--- config.mk ---
export PLATFORM = sky130hd
export DESIGN_NAME = dac_settle_sequencer
export DESIGN_NICKNAME = d
export VERILOG_FILES = /design/src/rtl/dac_seq_pkg.sv /design/src/rtl/dac_settle_sequencer_cnt.sv /design/src/rtl/dac_settle_sequencer.sv
export SDC_FILE = /design/constraint.sdc
export NUM_CORES = 1
export LEC_CHECK = 0
export ABC_AREA = 1
export BUFFER_PORTS_ARGS = -buffer_cell sky130_fd_sc_hd__buf_2
export CORE_ASPECT_RATIO = 0.75
export CORE_MARGIN = 2
export CORE_UTILIZATION = 40
export DETAILED_ROUTE_END_ITERATION = 10
export HOLD_SLACK_MARGIN = 0.1
export PLACE_DENSITY_LB_ADDON = 0.2
export RECOVER_POWER = 25
export SLEW_MARGIN = 20
export SYNTH_ARGS = -nofsm -noshare
export SYNTH_HDL_FRONTEND = slang
export SYNTH_HIERARCHICAL = 1
export SYNTH_SLANG_ARGS = --single-unit
--- constraint.sdc ---
create_clock -name ADC_CLK -period 3.6 [get_ports ADC_CLK]
set_clock_uncertainty 0.1 [all_clocks]
set_input_delay 0.18 -clock ADC_CLK [delete_from_list [all_inputs] [get_ports ADC_CLK]]
set_output_delay 0.18 -clock ADC_CLK [all_outputs]
set_load 0.02 [all_outputs]
--- src/rtl/dac_seq_pkg.sv ---
// Shared types, constants and code-conversion helper for the DAC settle/measure sequencer.
package dac_seq_pkg;

    localparam int DAC_W = 14;
    localparam int AVE_W = 32;
    localparam int CNT_W = 32;

    localparam logic [DAC_W-1:0] MIDSCALE = {1'b1, {(DAC_W-1){1'b0}}};

    typedef enum logic [1:0] {
        IDLE   = 2'd0,
        SETTLE = 2'd1,
        WAIT   = 2'd2,
        DONE   = 2'd3
    } seq_state_e;

    // Signed two's-complement target to offset-binary DAC code: invert the sign bit.
    function automatic logic [DAC_W-1:0] to_offset_binary(input logic [DAC_W-1:0] code);
        return {~code[DAC_W-1], code[DAC_W-2:0]};
    endfunction

endpackage

--- src/rtl/dac_settle_sequencer_cnt.sv ---
// Loadable down-counter that stops at zero; used for both the settle wait and the done timeout.
module cycle_down_counter
    import dac_seq_pkg::*;
#(
    parameter int CNT_WIDTH = CNT_W
) (
    input  logic                 clk_i,
    input  logic                 rst_ni,
    input  logic                 load_i,
    input  logic [CNT_WIDTH-1:0] load_val_i,
    input  logic                 en_i,
    output logic                 zero_o
);

    localparam logic [CNT_WIDTH-1:0] ZERO = {CNT_WIDTH{1'b0}};
    localparam logic [CNT_WIDTH-1:0] ONE  = {{(CNT_WIDTH-1){1'b0}}, 1'b1};

    logic [CNT_WIDTH-1:0] cnt_q;
    logic [CNT_WIDTH-1:0] cnt_d;

    // Load has priority; otherwise count down while enabled and hold at zero.
    always_comb begin
        cnt_d = cnt_q;
        if (load_i) begin
            cnt_d = load_val_i;
        end else if (en_i && (cnt_q != ZERO)) begin
            cnt_d = cnt_q - ONE;
        end else begin
            cnt_d = cnt_q;
        end
    end

    // Count register.
    always_ff @(posedge clk_i or negedge rst_ni) begin
        if (!rst_ni) begin
            cnt_q <= ZERO;
        end else begin
            cnt_q <= cnt_d;
        end
    end

    assign zero_o = (cnt_q == ZERO);

endmodule

--- src/rtl/dac_settle_sequencer.sv ---
// Per-step sequencer: update DAC A/B, wait the settle time, run one averaging window, return the result.
module dac_settle_sequencer
    import dac_seq_pkg::*;
#(
    parameter int DAC_WIDTH = DAC_W,
    parameter int AVE_WIDTH = AVE_W,
    parameter int CNT_WIDTH = CNT_W
) (
    input  logic                 ADC_CLK,
    input  logic                 ADC_RSTN,
    input  logic                 ENABLE,
    input  logic [DAC_WIDTH-1:0] CODE_A_IN,
    input  logic [DAC_WIDTH-1:0] CODE_B_IN,
    input  logic                 CODE_VALID,
    output logic                 CODE_READY,
    input  logic [CNT_WIDTH-1:0] SETTLE_CYCLES,
    input  logic [CNT_WIDTH-1:0] TIMEOUT_CYCLES,
    output logic [DAC_WIDTH-1:0] DACA_CODE_OUT,
    output logic [DAC_WIDTH-1:0] DACB_CODE_OUT,
    output logic                 AVE_START,
    input  logic                 AVE_DONE,
    input  logic [AVE_WIDTH-1:0] AVE_DATA_IN,
    output logic [AVE_WIDTH-1:0] RESULT_OUT,
    output logic                 RESULT_VALID,
    output logic                 TIMEOUT_FLAG,
    output logic                 BUSY
);

    localparam logic [CNT_WIDTH-1:0] ZERO = {CNT_WIDTH{1'b0}};
    localparam logic [CNT_WIDTH-1:0] ONE  = {{(CNT_WIDTH-1){1'b0}}, 1'b1};

    seq_state_e           state_q, state_d;
    logic [DAC_WIDTH-1:0] daca_q, daca_d;
    logic [DAC_WIDTH-1:0] dacb_q, dacb_d;
    logic [AVE_WIDTH-1:0] result_q, result_d;
    logic                 code_ready_q, code_ready_d;
    logic                 ave_start_q, ave_start_d;
    logic                 result_valid_q, result_valid_d;
    logic                 timeout_flag_q, timeout_flag_d;
    logic                 busy_q, busy_d;
    logic                 timeout_en_q, timeout_en_d;

    logic                 accept_s;
    logic                 settle_zero_s;
    logic                 timeout_zero_s;
    logic                 settle_run_s;
    logic                 timeout_run_s;
    logic                 expired_s;
    logic [CNT_WIDTH-1:0] timeout_load_s;

    assign accept_s      = (state_q == IDLE) && CODE_VALID && code_ready_q;
    assign settle_run_s  = (state_q == SETTLE);
    assign timeout_run_s = (state_q == WAIT);
    // Loaded with T-1 so the counter reads zero during the T-th WAIT cycle; unused when T is 0.
    assign timeout_load_s = TIMEOUT_CYCLES - ONE;
    assign expired_s      = (state_q == WAIT) && timeout_en_q && timeout_zero_s;

    cycle_down_counter #(
        .CNT_WIDTH(CNT_WIDTH)
    ) u_settle_cnt (
        .clk_i      (ADC_CLK),
        .rst_ni     (ADC_RSTN),
        .load_i     (accept_s),
        .load_val_i (SETTLE_CYCLES),
        .en_i       (settle_run_s),
        .zero_o     (settle_zero_s)
    );

    cycle_down_counter #(
        .CNT_WIDTH(CNT_WIDTH)
    ) u_timeout_cnt (
        .clk_i      (ADC_CLK),
        .rst_ni     (ADC_RSTN),
        .load_i     (accept_s),
        .load_val_i (timeout_load_s),
        .en_i       (timeout_run_s),
        .zero_o     (timeout_zero_s)
    );

    // Next-state and next-output logic for the step sequencer.
    always_comb begin
        state_d        = state_q;
        daca_d         = daca_q;
        dacb_d         = dacb_q;
        result_d       = result_q;
        timeout_en_d   = timeout_en_q;
        timeout_flag_d = timeout_flag_q;
        ave_start_d    = 1'b0;
        result_valid_d = 1'b0;

        case (state_q)
            IDLE: begin
                if (accept_s) begin
                    daca_d         = to_offset_binary(CODE_A_IN);
                    dacb_d         = to_offset_binary(CODE_B_IN);
                    timeout_en_d   = (TIMEOUT_CYCLES != ZERO);
                    timeout_flag_d = 1'b0;
                    state_d        = SETTLE;
                end else begin
                    state_d = IDLE;
                end
            end
            SETTLE: begin
                // Any AVE_DONE seen here belongs to an older window and is dropped.
                if (settle_zero_s) begin
                    ave_start_d = 1'b1;
                    state_d     = WAIT;
                end else begin
                    state_d = SETTLE;
                end
            end
            WAIT: begin
                if (AVE_DONE) begin
                    result_d = AVE_DATA_IN;
                    state_d  = DONE;
                end else if (expired_s) begin
                    timeout_flag_d = 1'b1;
                    state_d        = DONE;
                end else begin
                    state_d = WAIT;
                end
            end
            DONE: begin
                result_valid_d = 1'b1;
                state_d        = IDLE;
            end
            default: begin
                state_d = IDLE;
            end
        endcase

        busy_d       = (state_d != IDLE);
        code_ready_d = (state_q == IDLE) && ENABLE && !accept_s;
    end

    // State and output registers; reset returns DACs to midscale at once.
    always_ff @(posedge ADC_CLK or negedge ADC_RSTN) begin
        if (!ADC_RSTN) begin
            state_q        <= IDLE;
            daca_q         <= MIDSCALE;
            dacb_q         <= MIDSCALE;
            result_q       <= {AVE_WIDTH{1'b0}};
            code_ready_q   <= 1'b0;
            ave_start_q    <= 1'b0;
            result_valid_q <= 1'b0;
            timeout_flag_q <= 1'b0;
            busy_q         <= 1'b0;
            timeout_en_q   <= 1'b0;
        end else begin
            state_q        <= state_d;
            daca_q         <= daca_d;
            dacb_q         <= dacb_d;
            result_q       <= result_d;
            code_ready_q   <= code_ready_d;
            ave_start_q    <= ave_start_d;
            result_valid_q <= result_valid_d;
            timeout_flag_q <= timeout_flag_d;
            busy_q         <= busy_d;
            timeout_en_q   <= timeout_en_d;
        end
    end

    assign CODE_READY    = code_ready_q;
    assign DACA_CODE_OUT = daca_q;
    assign DACB_CODE_OUT = dacb_q;
    assign AVE_START     = ave_start_q;
    assign RESULT_OUT    = result_q;
    assign RESULT_VALID  = result_valid_q;
    assign TIMEOUT_FLAG  = timeout_flag_q;
    assign BUSY          = busy_q;

endmodule
==> results.tsv <==
stage	metric	value	unit
run_status	status	finished with violations	
run_status	violations	capacitance limit, slew limit	
clock_network	clock_path_buffers	2	
worst_setup_path	path_delay_family	buffers and inverters	
yosys	synthTopCellsByArea	dfrtp_1, nand2_1, nor2_1, nand3_1, mux2_4	
power	power-per-cell-area	295.4	nW/µm²
drt	top_layer_used	met4	
grt	grt_pass1_wl	44750	µm
grt	grt.total_usage	24.17	%
worst_setup_path	path_cells	dlygate4sd3_1, clkbuf_2	
yosys	synthCells	1287	
worst_setup_path	criticalPathCategory	in2async	
drt	routed_wl	28250	µm
finish	antenna_cells	0	
worst_setup_path	worst-path-max-fanout	95	
drt	routedWlPerCell	14.95	µm
timing	finalCriticalPeriod	2580	ps
worst_setup_path	cp-start-kind	input port	
timing	setup-tns-final	0	ps
worst_setup_path	end_kind	asynchronous set/reset pin	
die	rows	47	
drt	viasPerCell	4.925	
die	start_util	40.52	%
worst_setup_path	path_buf_inv	2	
power	p_leak	6.220	nW
clock_network	post_cts_buffers	0	
worst_setup_path	crit_arrival	2500	ps
worst_setup_path	crit_path_top_delay_cell	clkbuf_2	
yosys	synth_top_area_cell	dfrtp_1	
yosys	synthFlopType	dfrtp_1	
yosys	netlist_top_cells_count	nand2_1, nor2_1, dfrtp_1	
placement	gp_congestion	0.9088	
drt	ant_nets	0	
finish	fin_nets	1715	
timing	maxSlewViolCount	96	
yosys	postSynthAreaPerCell	6.905	µm²
drt	dr_wl_met2	11580	µm
die	die_h	133.1	µm
clock_network	cts.sinks	132	
grt	grt_pass1_vias	8564	
yosys	ys_ff_latch	132	
finish	syn_to_final_growth	31.61	%
yosys	synth_edf_count	0	
yosys	synth.yosys.seq_area_share	37.20	%
clock_network	cts_tree	yes	
clock_network	cts_max_level	4	
timing	timing.final.hold_violations	0	
yosys	yosysWarnings	6	
yosys	ys_types	39	
yosys	synth_most_common_cell	nand2_1	
yosys	synth_nets	1419	
drt	wirelength_met1	14130	µm
die	die-area	23440	µm²
timing	fmax	387.6	MHz
grt	antenna_found_initial	0	
finish	layout-drive-gt1-share	19.05	%
clock_network	root_buffer	clkbuf_16	
grt	grt_overflow	0	
clock_network	path_clk_slew	60	ps
yosys	synth-async-reset-ratio	100.0	%
timing	tightestPinTransition	2449	ps
power	p_total	3.455	mW
drt	vias	9308	
placement	port_buffers	193	
timing	relSlewSlack	-63.29	%
finish	register_area	3306	µm²
finish	fillers	2126	
yosys	synthDominantCellAreaShare	36.60	%
timing	setup_viol	0	
die	top_level_ports	194	
drt	met3_length	2229	µm
die	core_area	21930	µm²
yosys	synth_area	8887	µm²
flow_run	max_cap_violations	1	
drt	firstDrtPassIters	5	
worst_setup_path	critical_path.startpoint	ADC_RSTN	
drt	drc	0	
clock_network	cts_made_buffers	17	
die	die_w	176.1	µm
hold_path	hp-start	TIMEOUT_CYCLES[29]	
worst_setup_path	slowest_delay	1730	ps
clock_network	clkLatencyLatePin	430	ps
worst_setup_path	r2r-start	u_timeout_cnt/cnt_q[0]	
hold_path	worstHoldPathType	in2reg	
placement	dpl.hpwl	20440	µm
finish	multi_input_area	4981	µm²
power	vdd_ir_drop_max	0.0003266	V
timing	rsz0062_at_grt	false	
grt	grt_max_degree	96	
worst_setup_path	crit_required	3520	ps
timing	post-route-period-util	71.66	%
drt	drt_iter0_drc	697	
## repair_timing
action / in CTS / in global routing
resized for setup: 0 / 0
hold buffers: 107 / 0
endpoints found under the hold margin: 200 / 0
## layout make-up
| cell class | count | share of cell area [%] |
|---|---|---|
| Multi-Input combinational cell | 1016 | 42.59 |
| Sequential cell | 132 | 28.26 |
| Timing Repair Buffer | 308 | 17.52 |
| Clock buffer | 17 | 3.637 |
| Inverter | 108 | 3.477 |
| Tap cell | 294 | 3.145 |
| Clock inverter | 15 | 1.369 |
## layout by cell type, fill, tap and decap left out, types with 3 or more instances in the layout
cell type / n
or2_2: 8
clkinv_8: 3
nand3_1: 112
buf_2: 154
mux2_4: 28
mux2_1: 4
o21ai_2: 22
xor2_1: 8
nand3_2: 3
nor2_1: 177
nand3b_1: 5
o21ai_0: 27
nand2_4: 7
inv_6: 4
buf_4: 8
a21oi_1: 9
xnor2_1: 14
dlygate4sd3_1: 107
nand2_1: 510
nand4_1: 27
nor2_2: 13
nor2_4: 6
inv_8: 3
dfrtp_1: 130
ha_1: 3
o21ai_1: 5
clkinv_4: 4
nand2_2: 11
clkbuf_16: 17
clkbuf_1: 38
inv_1: 103
## worst paths after layout
check	to	cells after the start	slack [ps]
setup / recovery	u_settle_cnt/cnt_q[21]	2	1020
hold / removal	u_timeout_cnt/cnt_q[29]	5	130
setup reg to reg	u_timeout_cnt/cnt_q[15]	9	1110
hold reg to reg	DACB_CODE_OUT[1]	2	380
max in group ADC_CLK	u_timeout_cnt/cnt_q[15]	9	1110
min in group asynchronous	DACB_CODE_OUT[3]	2	960
## where the power goes
group          internal [mW]  leakage (nW)  total [mW]  switching, mW
Clock                  0.924         0.283        1.71          0.783
Sequential              1.48          1.77        1.48              0
Combinational          0.144          4.17       0.265          0.121
## logic make-up after synthesis
kind of cell             after synthesis  synth area share (%)
XOR/XNOR                              22                 2.168
adder cells (fa/ha/maj)                3                0.4224
flip-flops                           132                 37.20
AND/OR/NAND/NOR                      889                 42.95
multiplexers                          32                 5.237
buffers and inverters                139                 6.758
AO/OA/AOI/OAI                         70                 5.265
## stage by stage
step                      util, %  worst slack, ps  cell area [µm²]  hold slack, ps  instances
after floorplan                 -             1535             8887          -215.6       1287
after global placement      46.02             1260            10090           230.8       1751
after detailed placement    46.02             1169            10090           240.9       1751
after CTS                   53.57             1140            11750           107.0       1890
after global routing        53.32            532.2            11700           158.7       1890
final                       53.32             1020            11700           130.7       1890
## registers in the layout, indices dropped and copies added, names as in the netlist
register             count
TIMEOUT_FLAG             1
CODE_READY               1
RESULT_VALID             1
DACA_CODE_OUT           14
u_timeout_cnt/cnt_q     32
DACB_CODE_OUT           14
AVE_START                1
RESULT_OUT              32
state_q                  2
timeout_en_q             1
u_settle_cnt/cnt_q      32
BUSY                     1
## layer usage
metal	track usage, %	up-vias
met1	37.00	4293
met2	34.60	324
li1	-	4666
met3	5.230	25
met4	5.418	0
met5	0	-
Note: power is estimated with default switching activity, not from simulation.
